$ cat config.mk
export PLATFORM = sky130hd
export DESIGN_NAME = lsu_mem_master
export DESIGN_NICKNAME = d
export VERILOG_FILES = /design/src/rtl/lsu_pkg.sv /design/src/rtl/lsu_lane_align.sv /design/src/rtl/lsu_mem_master.sv
export SDC_FILE = /design/constraint.sdc
export NUM_CORES = 1
export LEC_CHECK = 0
export CORE_MARGIN = 2
export CORE_UTILIZATION = 33
export DETAILED_ROUTE_END_ITERATION = 7
export GPL_ROUTABILITY_DRIVEN = 0
export HOLD_SLACK_MARGIN = 0.12
export SLEW_MARGIN = 30
export SYNTH_ARGS = -nofsm -noshare
export SYNTH_HDL_FRONTEND = slang
export SYNTH_HIERARCHICAL = 1
export SYNTH_SLANG_ARGS = --single-unit
$ cat constraint.sdc
create_clock -name clk -period 4.01 [get_ports clk]
set_input_delay 0.401 -clock clk [delete_from_list [all_inputs] [get_ports clk]]
set_output_delay 0.401 -clock clk [all_outputs]
set_load 0.01 [all_outputs]
$ cat src/rtl/lsu_pkg.sv
// Shared definitions for the load/store master: access-size codes,
// FSM state codes and the byte-mask/byte-count helpers.
package lsu_pkg;

  // Access-size encodings on req_size (2'b11 behaves like a word).
  localparam logic [1:0] SZ_B = 2'b00;
  localparam logic [1:0] SZ_H = 2'b01;
  localparam logic [1:0] SZ_W = 2'b10;

  // FSM state encodings.
  localparam logic [1:0] ST_IDLE = 2'd0;
  localparam logic [1:0] ST_ACC0 = 2'd1;
  localparam logic [1:0] ST_ACC1 = 2'd2;
  localparam logic [1:0] ST_RESP = 2'd3;

  // Right-justified byte mask for an access of the given size.
  function automatic logic [3:0] size_mask(input logic [1:0] size);
    case (size)
      SZ_B:    size_mask = 4'b0001;
      SZ_H:    size_mask = 4'b0011;
      default: size_mask = 4'b1111;
    endcase
  endfunction

  // Number of bytes touched by an access of the given size.
  function automatic logic [2:0] size_bytes(input logic [1:0] size);
    case (size)
      SZ_B:    size_bytes = 3'd1;
      SZ_H:    size_bytes = 3'd2;
      default: size_bytes = 3'd4;
    endcase
  endfunction

endpackage

$ cat src/rtl/lsu_lane_align.sv
// Purely combinational lane steering: places store data and strobes onto
// the byte lanes of the low/high word, and extracts plus extends load data
// from the (possibly split) pair of words read back.
module lsu_lane_align
  import lsu_pkg::*;
(
  input  logic [1:0]  off,
  input  logic [1:0]  size,
  input  logic        is_unsigned,
  input  logic [31:0] wdata,
  input  logic [31:0] lo_word,
  input  logic [31:0] hi_word,
  output logic [3:0]  lo_strb,
  output logic [3:0]  hi_strb,
  output logic [31:0] lo_data,
  output logic [31:0] hi_data,
  output logic [31:0] ld_data
);

  logic [7:0]  s8;
  logic [63:0] d64;
  logic [31:0] m;

  // Shift strobes/data up by the byte offset across a 64-bit window and
  // shift the merged read words down by the same offset.
  always_comb begin
    // NOTE: every signal written here gets a value on every path, so no latch is inferred.
    s8      = {4'b0000, size_mask(size)} << off;
    d64     = {32'b0, wdata} << {off, 3'b000};
    m       = 32'({hi_word, lo_word} >> {off, 3'b000});
    lo_strb = s8[3:0];
    hi_strb = s8[7:4];
    lo_data = d64[31:0];
    hi_data = d64[63:32];
    case (size)
      SZ_B:    ld_data = is_unsigned ? {24'b0, m[7:0]}  : {{24{m[7]}}, m[7:0]};
      SZ_H:    ld_data = is_unsigned ? {16'b0, m[15:0]} : {{16{m[15]}}, m[15:0]};
      default: ld_data = m;
    endcase
  end

endmodule

$ cat src/rtl/lsu_mem_master.sv
// CPU-side load/store master. Takes one request over valid/ready, performs
// one or two word accesses on the byte-strobed memory port (two when the
// access straddles a word boundary) and returns a one-cycle response.
module lsu_mem_master
  import lsu_pkg::*;
#(
  parameter int AW   = 9,
  parameter int XLEN = 32
) (
  input  logic            clk,
  input  logic            reset,
  input  logic            req_valid,
  output logic            req_ready,
  input  logic            req_we,
  input  logic [1:0]      req_size,
  input  logic            req_unsigned,
  input  logic [AW-1:0]   req_addr,
  input  logic [XLEN-1:0] req_wdata,
  output logic            rsp_valid,
  output logic [XLEN-1:0] rsp_rdata,
  output logic            mem_we,
  output logic [AW-1:0]   mem_addr,
  output logic [3:0]      mem_strb,
  output logic [XLEN-1:0] mem_wdata,
  input  logic [XLEN-1:0] mem_rdata
);

  logic [1:0]      state_q, state_d;
  logic            we_q, we_d;
  logic [1:0]      size_q, size_d;
  logic            uns_q, uns_d;
  logic [AW-1:0]   addr_q, addr_d;
  logic [XLEN-1:0] wdata_q, wdata_d;
  logic            split_q, split_d;
  logic [XLEN-1:0] lo_word_q, lo_word_d;
  logic [XLEN-1:0] hi_word_q, hi_word_d;

  logic [AW-1:0]   base_addr;
  logic [AW-1:0]   next_addr;
  logic [3:0]      lo_strb, hi_strb;
  logic [XLEN-1:0] lo_data, hi_data, ld_data;

  // First word of the access and the following word, wrapping at the top.
  assign base_addr = {addr_q[AW-1:2], 2'b00};
  assign next_addr = base_addr + AW'(4);

  lsu_lane_align u_lane_align (
    .off         (addr_q[1:0]),
    .size        (size_q),
    .is_unsigned (uns_q),
    .wdata       (wdata_q),
    .lo_word     (lo_word_q),
    .hi_word     (hi_word_q),
    .lo_strb     (lo_strb),
    .hi_strb     (hi_strb),
    .lo_data     (lo_data),
    .hi_data     (hi_data),
    .ld_data     (ld_data)
  );

  // Next-state and request/read-data capture.
  always_comb begin
    state_d   = state_q;
    we_d      = we_q;
    size_d    = size_q;
    uns_d     = uns_q;
    addr_d    = addr_q;
    wdata_d   = wdata_q;
    split_d   = split_q;
    lo_word_d = lo_word_q;
    hi_word_d = hi_word_q;
    case (state_q)
      ST_IDLE: begin
        if (req_valid) begin
          we_d      = req_we;
          size_d    = req_size;
          uns_d     = req_unsigned;
          addr_d    = req_addr;
          wdata_d   = req_wdata;
          split_d   = ({1'b0, req_addr[1:0]} + size_bytes(req_size)) > 3'd4;
          hi_word_d = '0;  // unsplit loads merge against zero
          state_d   = ST_ACC0;
        end
      end
      ST_ACC0: begin
        if (!we_q) lo_word_d = mem_rdata;
        state_d = split_q ? ST_ACC1 : ST_RESP;
      end
      ST_ACC1: begin
        if (!we_q) hi_word_d = mem_rdata;
        state_d = ST_RESP;
      end
      default: state_d = ST_IDLE;
    endcase
  end

  // Memory-port and response outputs decoded from the current state.
  always_comb begin
    req_ready = (state_q == ST_IDLE);
    rsp_valid = 1'b0;
    rsp_rdata = '0;
    mem_we    = 1'b0;
    mem_addr  = '0;
    mem_strb  = 4'b0000;
    mem_wdata = '0;
    case (state_q)
      ST_ACC0: begin
        mem_addr = base_addr;
        if (we_q) begin
          mem_we    = 1'b1;
          mem_strb  = lo_strb;
          mem_wdata = lo_data;
        end else begin
          mem_strb  = 4'b1111;
        end
      end
      ST_ACC1: begin
        mem_addr = next_addr;
        if (we_q) begin
          mem_we    = 1'b1;
          mem_strb  = hi_strb;
          mem_wdata = hi_data;
        end else begin
          mem_strb  = 4'b1111;
        end
      end
      ST_RESP: begin
        rsp_valid = 1'b1;
        rsp_rdata = we_q ? '0 : ld_data;
      end
      default: ;
    endcase
  end

  // State and request registers; reset returns to IDLE and aborts any access.
  always_ff @(posedge clk or negedge reset) begin
    if (!reset) begin
      state_q   <= ST_IDLE;
      we_q      <= 1'b0;
      size_q    <= SZ_B;
      uns_q     <= 1'b0;
      addr_q    <= '0;
      wdata_q   <= '0;
      split_q   <= 1'b0;
      lo_word_q <= '0;
      hi_word_q <= '0;
    end else begin
      // NOTE: non-blocking assignments so every flop samples pre-edge values.
      state_q   <= state_d;
      we_q      <= we_d;
      size_q    <= size_d;
      uns_q     <= uns_d;
      addr_q    <= addr_d;
      wdata_q   <= wdata_d;
      split_q   <= split_d;
      lo_word_q <= lo_word_d;
      hi_word_q <= hi_word_d;
    end
  end

endmodule

# Word-level counts from Yosys, hierarchy flattened
# Index checks and enable logic that the tools add are counted.
dict set report totals {
  reg_bits 112
  latchBits 0
  ramBits 0
  rom_bits 0
  inputBits 80
  output_inout_bits 80
  elab_cells 56
  mem_count 0
}
dict set report classes {
  n_addsub 2
  mul 0
  div_mod_pow 0
  order_cmp 1
  eq_ne 7
  n_shift 3
  mux 25
  bitwise 1
  n_reduce_logical 8
}
# cell count
set ops {}
lappend ops {{2-to-1 mux 32 bit} 8}
lappend ops {{case mux 32 bit (2 select lines)} 3}
lappend ops {{<< shifter 32 x 5 -> 64 bit} 1}
lappend ops {{>> shifter 64 x 5 -> 32 bit} 1}
lappend ops {{case mux 9 bit (2 select lines)} 1}
lappend ops {{case mux 4 bit (2 select lines)} 2}
lappend ops {{adder 9 x 3 -> 9 bit, second input constant} 1}
lappend ops {{2-to-1 mux 4 bit} 2}
lappend ops {{<< shifter 4 x 2 -> 8 bit} 1}
lappend ops {{== test 2 x 1 -> 1 bit, second input constant} 3}
lappend ops {{zero test 2 bit} 3}
lappend ops {{2-to-1 mux 3 bit} 2}
lappend ops {{case mux 2 bit (3 select lines)} 1}
lappend ops {{case mux 3 bit (2 select lines)} 1}
lappend ops {{== test 2 bit, second input constant} 2}
lappend ops {{2-to-1 mux 1 bit} 4}
lappend ops {{!= test 2 bit, second input constant} 2}
lappend ops {{AND reduction 2 bit} 2}
lappend ops {{adder 2 x 3 -> 3 bit} 1}
lappend ops {{greater-than comparator 3 bit, second input constant} 1}
lappend ops {{AND reduction 3 bit} 1}
lappend ops {{2-to-1 mux 2 bit} 1}
lappend ops {{nonzero test 2 bit} 1}
lappend ops {{OR reduction 2 bit} 1}
lappend ops {{inverter 1 bit} 1}

# Depth between registers and ports, before layout
# Gate-level depths: netlist of the first run.
dict set report depth {
  word_depth 6
  mapped_depth 8
  ltp_nobuf 7
}

# Cells and area by module
# Netlist of the first run, hierarchy kept.
# mod instances cells_per_inst area_per_inst_um2 seq_area_each_um2
set modules_own_cells {}
lappend modules_own_cells {lsu_mem_master 1 491 5544.1 2802.7}
lappend modules_own_cells {lsu_lane_align 1 242 2038.2 0.0}

# Worst setup path before layout of the first run
# OpenSTA, ideal clock, no wires.
dict set report synth_timing {
  path_kind {register -> output}
  from {register addr_q[0]}
  to {output port mem_strb[2]}
  t_arrival_ps 1645
  required_time_ps 3609
  setup_slack_ps 1964
  stages_incl_launch_ff 8
  n_path_buf 4
  path_cell_list {dfrtp_1 buf_4 buf_2 buf_2 buf_2 and3_1 o21ai_0 a21boi_0}
}
dict set report synth_between {
  elab_chain_len 3
  word_cells_on_any_way 4
  cone_classes {shift (1); mux (3)}
}
# element line_no
set synth_lines {}
lappend synth_lines {{start, declared} lsu_mem_master.sv:32} ;# logic [AW-1:0] addr_q, addr_d;
lappend synth_lines {{start signal, assigned} lsu_mem_master.sv:153} ;# addr_q <= addr_d;
lappend synth_lines {{<< shifter 4 x 2 -> 8 bit} lsu_lane_align.sv:28} ;# s8 = {4'b0000, size_mask(size)} << off;
lappend synth_lines {{net hi_strb[2]} lsu_mem_master.sv:40} ;# logic [3:0] lo_strb, hi_strb;
lappend synth_lines {{2-to-1 mux 4 bit} lsu_mem_master.sv:119} ;# if (we_q) begin
lappend synth_lines {{case mux 4 bit (2 select lines)} lsu_mem_master.sv:106} ;# case (state_q)
lappend synth_lines {{end, declared} lsu_mem_master.sv:23} ;# output logic [3:0] mem_strb,
# The timed path passes the listed nets, and every way through them passes these cells.

# Final worst setup path of the first run
dict set report layout_timing {
  from {register state_q[1]}
  to {output port mem_wdata[16]}
}
dict set report layout_between {
  elab_chain_len 2
  word_cells_on_any_way 3
  cone_classes {eq/ne (2); mux (1)}
}
# element line_no
set layout_lines {}
lappend layout_lines {{start, declared} lsu_mem_master.sv:28} ;# logic [1:0] state_q, state_d;
lappend layout_lines {{start signal, assigned} lsu_mem_master.sv:149} ;# state_q <= state_d;
lappend layout_lines {{== test 2 bit / == test 2 x 1 -> 1 bit (equally long branches)} lsu_mem_master.sv:106}
lappend layout_lines {{case mux 32 bit (2 select lines) (*)} lsu_mem_master.sv:106}
lappend layout_lines {{end, declared} lsu_mem_master.sv:24} ;# output logic [XLEN-1:0] mem_wdata,
# Mark *: on every way between the ends. The rest lies on a longest branch, timed or not.

==> results of run 1 <==
metal layers:
layer / GRT usage / up-vias / wire (um)
met4: 0.0761 / 0 / 689
met3: 0.0267 / 44 / 749
met5: 0 / - / 0
met1: 0.243 / 2793 / 9380
li1: - / 2683 / -
met2: 0.260 / 162 / 8920
how the worst max path moves through the flow:
| stage | end | cells past startpoint | from |
|---|---|---|---|
| 6_report | mem_wdata[16] | 7 | state_q[1] |
| 5_1_grt | mem_wdata[16] | 7 | state_q[1] |
| 4_1_cts | mem_wdata[16] | 7 | state_q[1] |
| 3_5_place_dp | mem_wdata[16] | 7 | state_q[1] |
| 3_3_place_gp | mem_wdata[16] | 7 | state_q[1] |
| 2_1_floorplan | mem_strb[2] | 7 | addr_q[0] |
power groups by stage:
| stage | clock network (mW) | registers, mW | logic (mW) |
|---|---|---|---|
| after floorplan | 0 | 1.86 | 3.40 |
| after global placement | 0 | 2.23 | 4.23 |
| after detailed placement | 0 | 2.24 | 4.27 |
| after CTS | 0.947 | 2.23 | 4.29 |
| after global routing | 0.995 | 2.34 | 4.66 |
| final | 0.911 | 2.24 | 4.25 |
flip-flops by register name, indices dropped and copies added, names as in the netlist:
name	flops
we_q	1
wdata_q	32
lo_word_q	32
state_q	2
addr_q	9
hi_word_q	24
split_q	1
uns_q	1
size_q	2
worst max-delay path, cell delays in order (launching register included):
cell and delay [ns]:
dfrtp_1 0.43, inv_1 0.09, ha_1 0.46, and2_1 0.54, buf_4 0.35, a22oi_1 0.10, nor2b_1 0.18, clkdlybuf4s50_1 0.56
stage by stage:
stage | std cells | worst slack (ns) | utilization
finish | 1104 | 0.537 | 0.425
global route | 1104 | 0.355 | 0.425
CTS | 1104 | 0.518 | 0.425
detailed placement | 1088 | 0.922 | 0.411
global placement | 1088 | 0.882 | 0.411
floorplan | 710 | 1.97 | -
placed cells by master (no fill, tap or decap), types with 2 or more instances in the layout:
cell / instances
xor2_1: 3
nor2_1: 20
or4_1: 2
mux2_2: 86
and3_1: 9
buf_4: 15
a21boi_0: 4
clkbuf_16: 9
nand2b_1: 2
clkdlybuf4s50_1: 156
a22oi_1: 34
nand2_1: 64
o21ai_1: 4
ha_1: 7
mux4_1: 2
a21o_1: 2
a21oi_1: 10
clkbuf_1: 2
dfrtp_4: 2
nand3_1: 9
and2_1: 43
o21ai_0: 42
dfrtp_1: 101
o2111ai_1: 2
inv_1: 31
conb_1: 11
mux4_2: 32
a22o_1: 8
nor3_1: 2
mux2i_1: 48
nor2b_1: 45
cell type report:
class                   instances  area (sq um)
fillers                      2091         12500
multi-input cells             502          4170
flip-flops and latches        104          2610
repair buffers                171          1670
well taps                     280           350
clock buffers                  12           246
inverters                      31           116
clock inverters                 4          52.6
==> results by group, run 1 <==
Global route
  – Overall Global Routing Usage: 0.172
  – First-pass GRT wire length: 31900 um
  – Global route total overflow: 0
  – Largest net degree at the start of global routing: 63
  – Initial antenna violation count: 0
  – Vias in the first global route: 5631

Pwr
  – LEAKAGE: 3.69 nW
  – Power Total: approximately 7.4 mW
  – Internal: between 4 and 5 mW
  – Flop pwr share: 0.303
  – Comb pwr share: 0.574
  – Clock power frac: 0.123
  – Switching part of the total: 0.409
  – Sw Pwr: 3.02 mW
  – PwrDens: 803 nW/um^2
  – Worst vdd ir: between 0.0002 and 0.0003 V

STA
  – Fin Setup TNS: 0 ns
  – Final setup vio count: 0
  – Final Hold Viols: 0
  – Fin Hold WS: 0.143 ns
  – Relative slew slack: 0.436
  – Worst Skew: slightly below 0.01 ns
  – Min Tclk post-route: 3.47 ns
  – Slew Limit Fails: 0
  – Max Freq: approximately 0.29 GHz
  – Worst Max-Slew Pin Slew: between 0.8 and 0.9 ns
  – Setup repair after global routing missed its margin: no
  – Fin crit share: 0.866

Worst setup path
  – CP Class: register to output port
  – Worst Path Max Fanout: 20
  – CP Launch Type: register
  – Worst Path Required: between 3 and 4 ns
  – Crit end category: output port
  – Flop2flop setup slack: 1.85 ns
  – Worst r2r src: state_q[0]
  – R2r endpoint: hi_word_q[17]
  – Arr. time, crit path: slightly above 3 ns
  – Worst-case reg-to-reg path depth: 7

Placed design
  – Hpwl dp: between 10000 and 15000 um
  – Post-Place Cell Area: about 8900 sq um
  – Port Buffers: roughly 160

Job
  – Max Cap Viol: 0

Die
  – Die Ht: around 150 um
  – Initial Util: 0.334
  – Top Ports: 160
  – Core area: about 22000 sq um
  – Die Width: 152 um
  – Core Rows: between 50 and 60
  – DIE AREA: 23100 sq um

Clock tree
  – CTS tree: yes
  – Skew-Pair Late Insertion Delay: 0.35 ns
  – Total CTS buffers: 9
  – Max Root-Sink Buffers: 2
  – Post-CTS sizing: 0
  – Reg clk slew, reported paths: roughly 0.070 ns
  – Hold-fix buffers at CTS: 0
  – # clock sinks: around 100
  – CTS root buf: clkbuf_16
  – Setup repair bufs after CTS: 0
  – H-tree depth: 3

Finish
  – Design area: ~9200 sq um
  – Layout area overhead: 27.4%
  – ANT cells: 0
  – Layout cell share with drive strength beyond 1: 0.189
  – Nets: between 900 and 1000

Synth
  – Yosys warning total: 6
  – Avg Inst Size Synth: slightly above 10 sq um
  – Syn Inst Count: ~700
  – Mapped cell area: slightly above 7000 sq um

Detailed routing
  – DRC: 0
  – Vias per std cell: between 5 and 6
  – Wire per inst: around 18 um
  – Vias: roughly 5700
  – Post-route ant nets: 0
  – Drt pass-1 iters: 4
  – Initial DRC Count: between 300 and 400
  – Routed WL: approximately 20000 um

Hold path
  – HP Class: primary input to async pin

Outcome
  – Outcome: finished, final reports clean
No activity file was read; power rests on OpenSTA's default activity.
==> inputs of run 2 (changes only) <==
- HOLD_SLACK_MARGIN: 0.12 -> 0.15
==> results of run 2 <==
Same layout as run 1: the final DEF is identical, and so are final timing and power.
==> inputs of run 3 (changes only) <==
==> constraint.sdc (replaced) <==
create_clock -name clk -period 4.4 [get_ports clk]
set_input_delay 0.66 -clock clk [delete_from_list [all_inputs] [get_ports clk]]
set_output_delay 0.66 -clock clk [all_outputs]
set_load 0.01 [all_outputs]
==> results by group, run 3 (synthesis results as in run 1) <==
Outcome
  – Outcome: finished, final reports clean

Clock tree
  – Total CTS buffers: 9 (unchanged)
  – # clock sinks: 104 (unchanged)
  – H-tree depth: 3 (unchanged)
  – Post-CTS sizing: 0 (unchanged)
  – CTS tree: yes
  – Hold-fix buffers at CTS: 0 (unchanged)
  – Skew-Pair Late Insertion Delay: 0.36 ns (about the same)
  – Reg clk slew, reported paths: 0.08 ns (about the same)
  – CTS root buf: clkbuf_16
  – Setup repair bufs after CTS: 0 (unchanged)
  – Max Root-Sink Buffers: 2 (unchanged)

Finish
  – Most frequent cells in the layout: clkdlybuf4s50_1 (156), dfrtp_1 (102), mux2_2 (86)
  – Layout cell share with drive strength beyond 1: 0.191 (+0.00173)
  – Largest registers: lo_word_q (32), wdata_q (32), hi_word_q (24)
  – Most common cell after layout, fill and taps aside: clkdlybuf4s50_1
  – Nets: 910 (+0.33%)
  – Layout area overhead: 27.9%
  – Design area: 9260 sq um (+0.42%)

Worst setup path
  – WP depth: 6 (-1)
  – CP Capture Point: mem_wdata[1]
  – Crit. Startpoint: addr_q[1]
  – CP Launch Type: register
  – Worst r2r src: state_q[0]
  – CP delay by family, top: flip-flops
  – Arr. time, crit path: 3.04 ns (-0.03 ns)
  – Worst-path cell chain: buf_4 -> mux2_2 -> a22o_1 -> a22oi_1 -> nor2b_1 -> clkdlybuf4s50_1
  – R2r endpoint: wdata_q[10]
  – Slowest cell on crit path: dfrtp_4
  – Max incr delay on CP: 0.92 ns (+0.36 ns)
  – CP bufs+invs: 2 (-1)
  – Worst Path Required: 3.74 ns (+0.13 ns)
  – Crit end category: output port
  – CP Class: register to output port
  – Flop2flop setup slack: 2.09 ns (+0.24 ns)
  – Worst-case reg-to-reg path depth: 5 (-2)
  – Worst Path Max Fanout: 59 (+200%)

Global route
  – M1 GR Usage: 0.232 (-0.0109)
  – Overall Global Routing Usage: 0.168 (-0.00343)
  – Global route total overflow: 0 (unchanged)
  – Grt met2 use: 0.270 (+0.00987)
  – Vias in the first global route: 5504 (-2.3%)
  – Busiest metal layer after global routing: met2
  – Initial antenna violation count: 1 (+1)
  – Largest net degree at the start of global routing: 61 (-3.2%)
  – Met3 Track Usage GR: 0.0373 (+0.0105)
  – First-pass GRT wire length: 31200 um (-2.3%)

STA
  – Worst Skew: 0.00775 ns (-0.00192 ns)
  – Final Hold Viols: 0 (unchanged)
  – Fin crit share: 0.841
  – Worst Max-Slew Pin Slew: 0.887 ns (+0.0408 ns)
  – Relative slew slack: 0.409 (-0.0272)
  – Setup repair after global routing missed its margin: no
  – Final setup vio count: 0 (unchanged)
  – Min Tclk post-route: approximately 3.7 ns
  – Slew Limit Fails: 0 (unchanged)
  – Fin Setup TNS: 0 ns (unchanged)
  – Max Freq: 0.270 GHz
  – Final worst slack: 0.702 ns (+0.164 ns)

Detailed routing
  – Drt pass-1 iters: 4 (unchanged)
  – Post-route ant nets: 0 (unchanged)
  – Vias per std cell: 5.06 (-1.8%)
  – DRC: 0 (unchanged)
  – Routed WL: 19300 um (-2.4%)
  – Initial DRC Count: 318 (-13%)
  – Vias: 5601 (-1.4%)
  – Wire per inst: 17.4 um (-2.8%)

Job
  – Max Cap Viol: 0 (unchanged)

Pwr
  – LEAKAGE: 3.71 nW (+0.52%)
  – Worst vdd ir: 0.000243 V (-15%)
  – Power Total: 6.81 mW (-8.0%)
  – PwrDens: 736 nW/um^2 (-8.3%)

Die
  – Die Ht: 152 um (unchanged)
  – Core Rows: 54 (unchanged)
  – Top Ports: 160 (unchanged)
  – Core area: 21700 sq um (unchanged)
  – DIE AREA: 23100 sq um (unchanged)
  – Die Width: 152 um (unchanged)
  – Initial Util: 0.334 (unchanged)

Hold path
  – HP Class: primary input to async pin

Placed design
  – Port Buffers: 157 (unchanged)
  – Worst slack at placement: 1.07 ns (+0.153 ns)
  – Hpwl dp: 13600 um (-0.26%)
  – Post-Place Cell Area: 8940 sq um (+0.20%)
run 3: cell count changes in the layout (fill, tap and decap cells not counted), sizes merged:
cell / before / now
buf: 15 / 18
clkbuf: 12 / 10
bufinv: 1 / 2
diode: 0 / 1
inv: 32 / 33
run 3: stage by stage:
step	cells	util	hold slack (ns)
2_1_floorplan	710	-	0.364
6_report	1108	0.427	0.384
4_1_cts	1107	0.427	0.421
3_3_place_gp	1091	0.412	0.472
3_5_place_dp	1091	0.412	0.493
5_1_grt	1108	0.427	0.438
run 3: how the worst min path moves through the flow:
stage                         end  slack [ns]
floorplan               addr_q[0]        0.36
global placement          split_q        0.47
detailed placement        split_q        0.49
CTS                 lo_word_q[20]        0.42
global route        lo_word_q[12]        0.44
finish              lo_word_q[28]        0.38
run 3: routing by layer:
metal  up-vias  share of wire
met2       133           0.48
met5         -              0
met3        18          0.045
li1       2685              -
met4         0          0.014
met1      2765           0.46
run 3: layout make-up:
| cell class | count | area [sq um] |
|---|---|---|
| Antenna cell | 1 | 2.50 |
| Clock buffer | 10 | 229 |
| Clock inverter | 6 | 91.3 |
| Fill cell | 2086 | 12400 |
| Inverter | 31 | 116 |
| Multi-Input combinational cell | 502 | 4170 |
| Sequential cell | 104 | 2610 |
| Tap cell | 280 | 350 |
| Timing Repair Buffer | 174 | 1700 |
run 3: power by group:
group | switching (mW) | internal, mW
sequential | 0.640 | 1.41
combinational | 1.74 | 2.13
clock | 0.384 | 0.504
total | 2.77 | 4.05
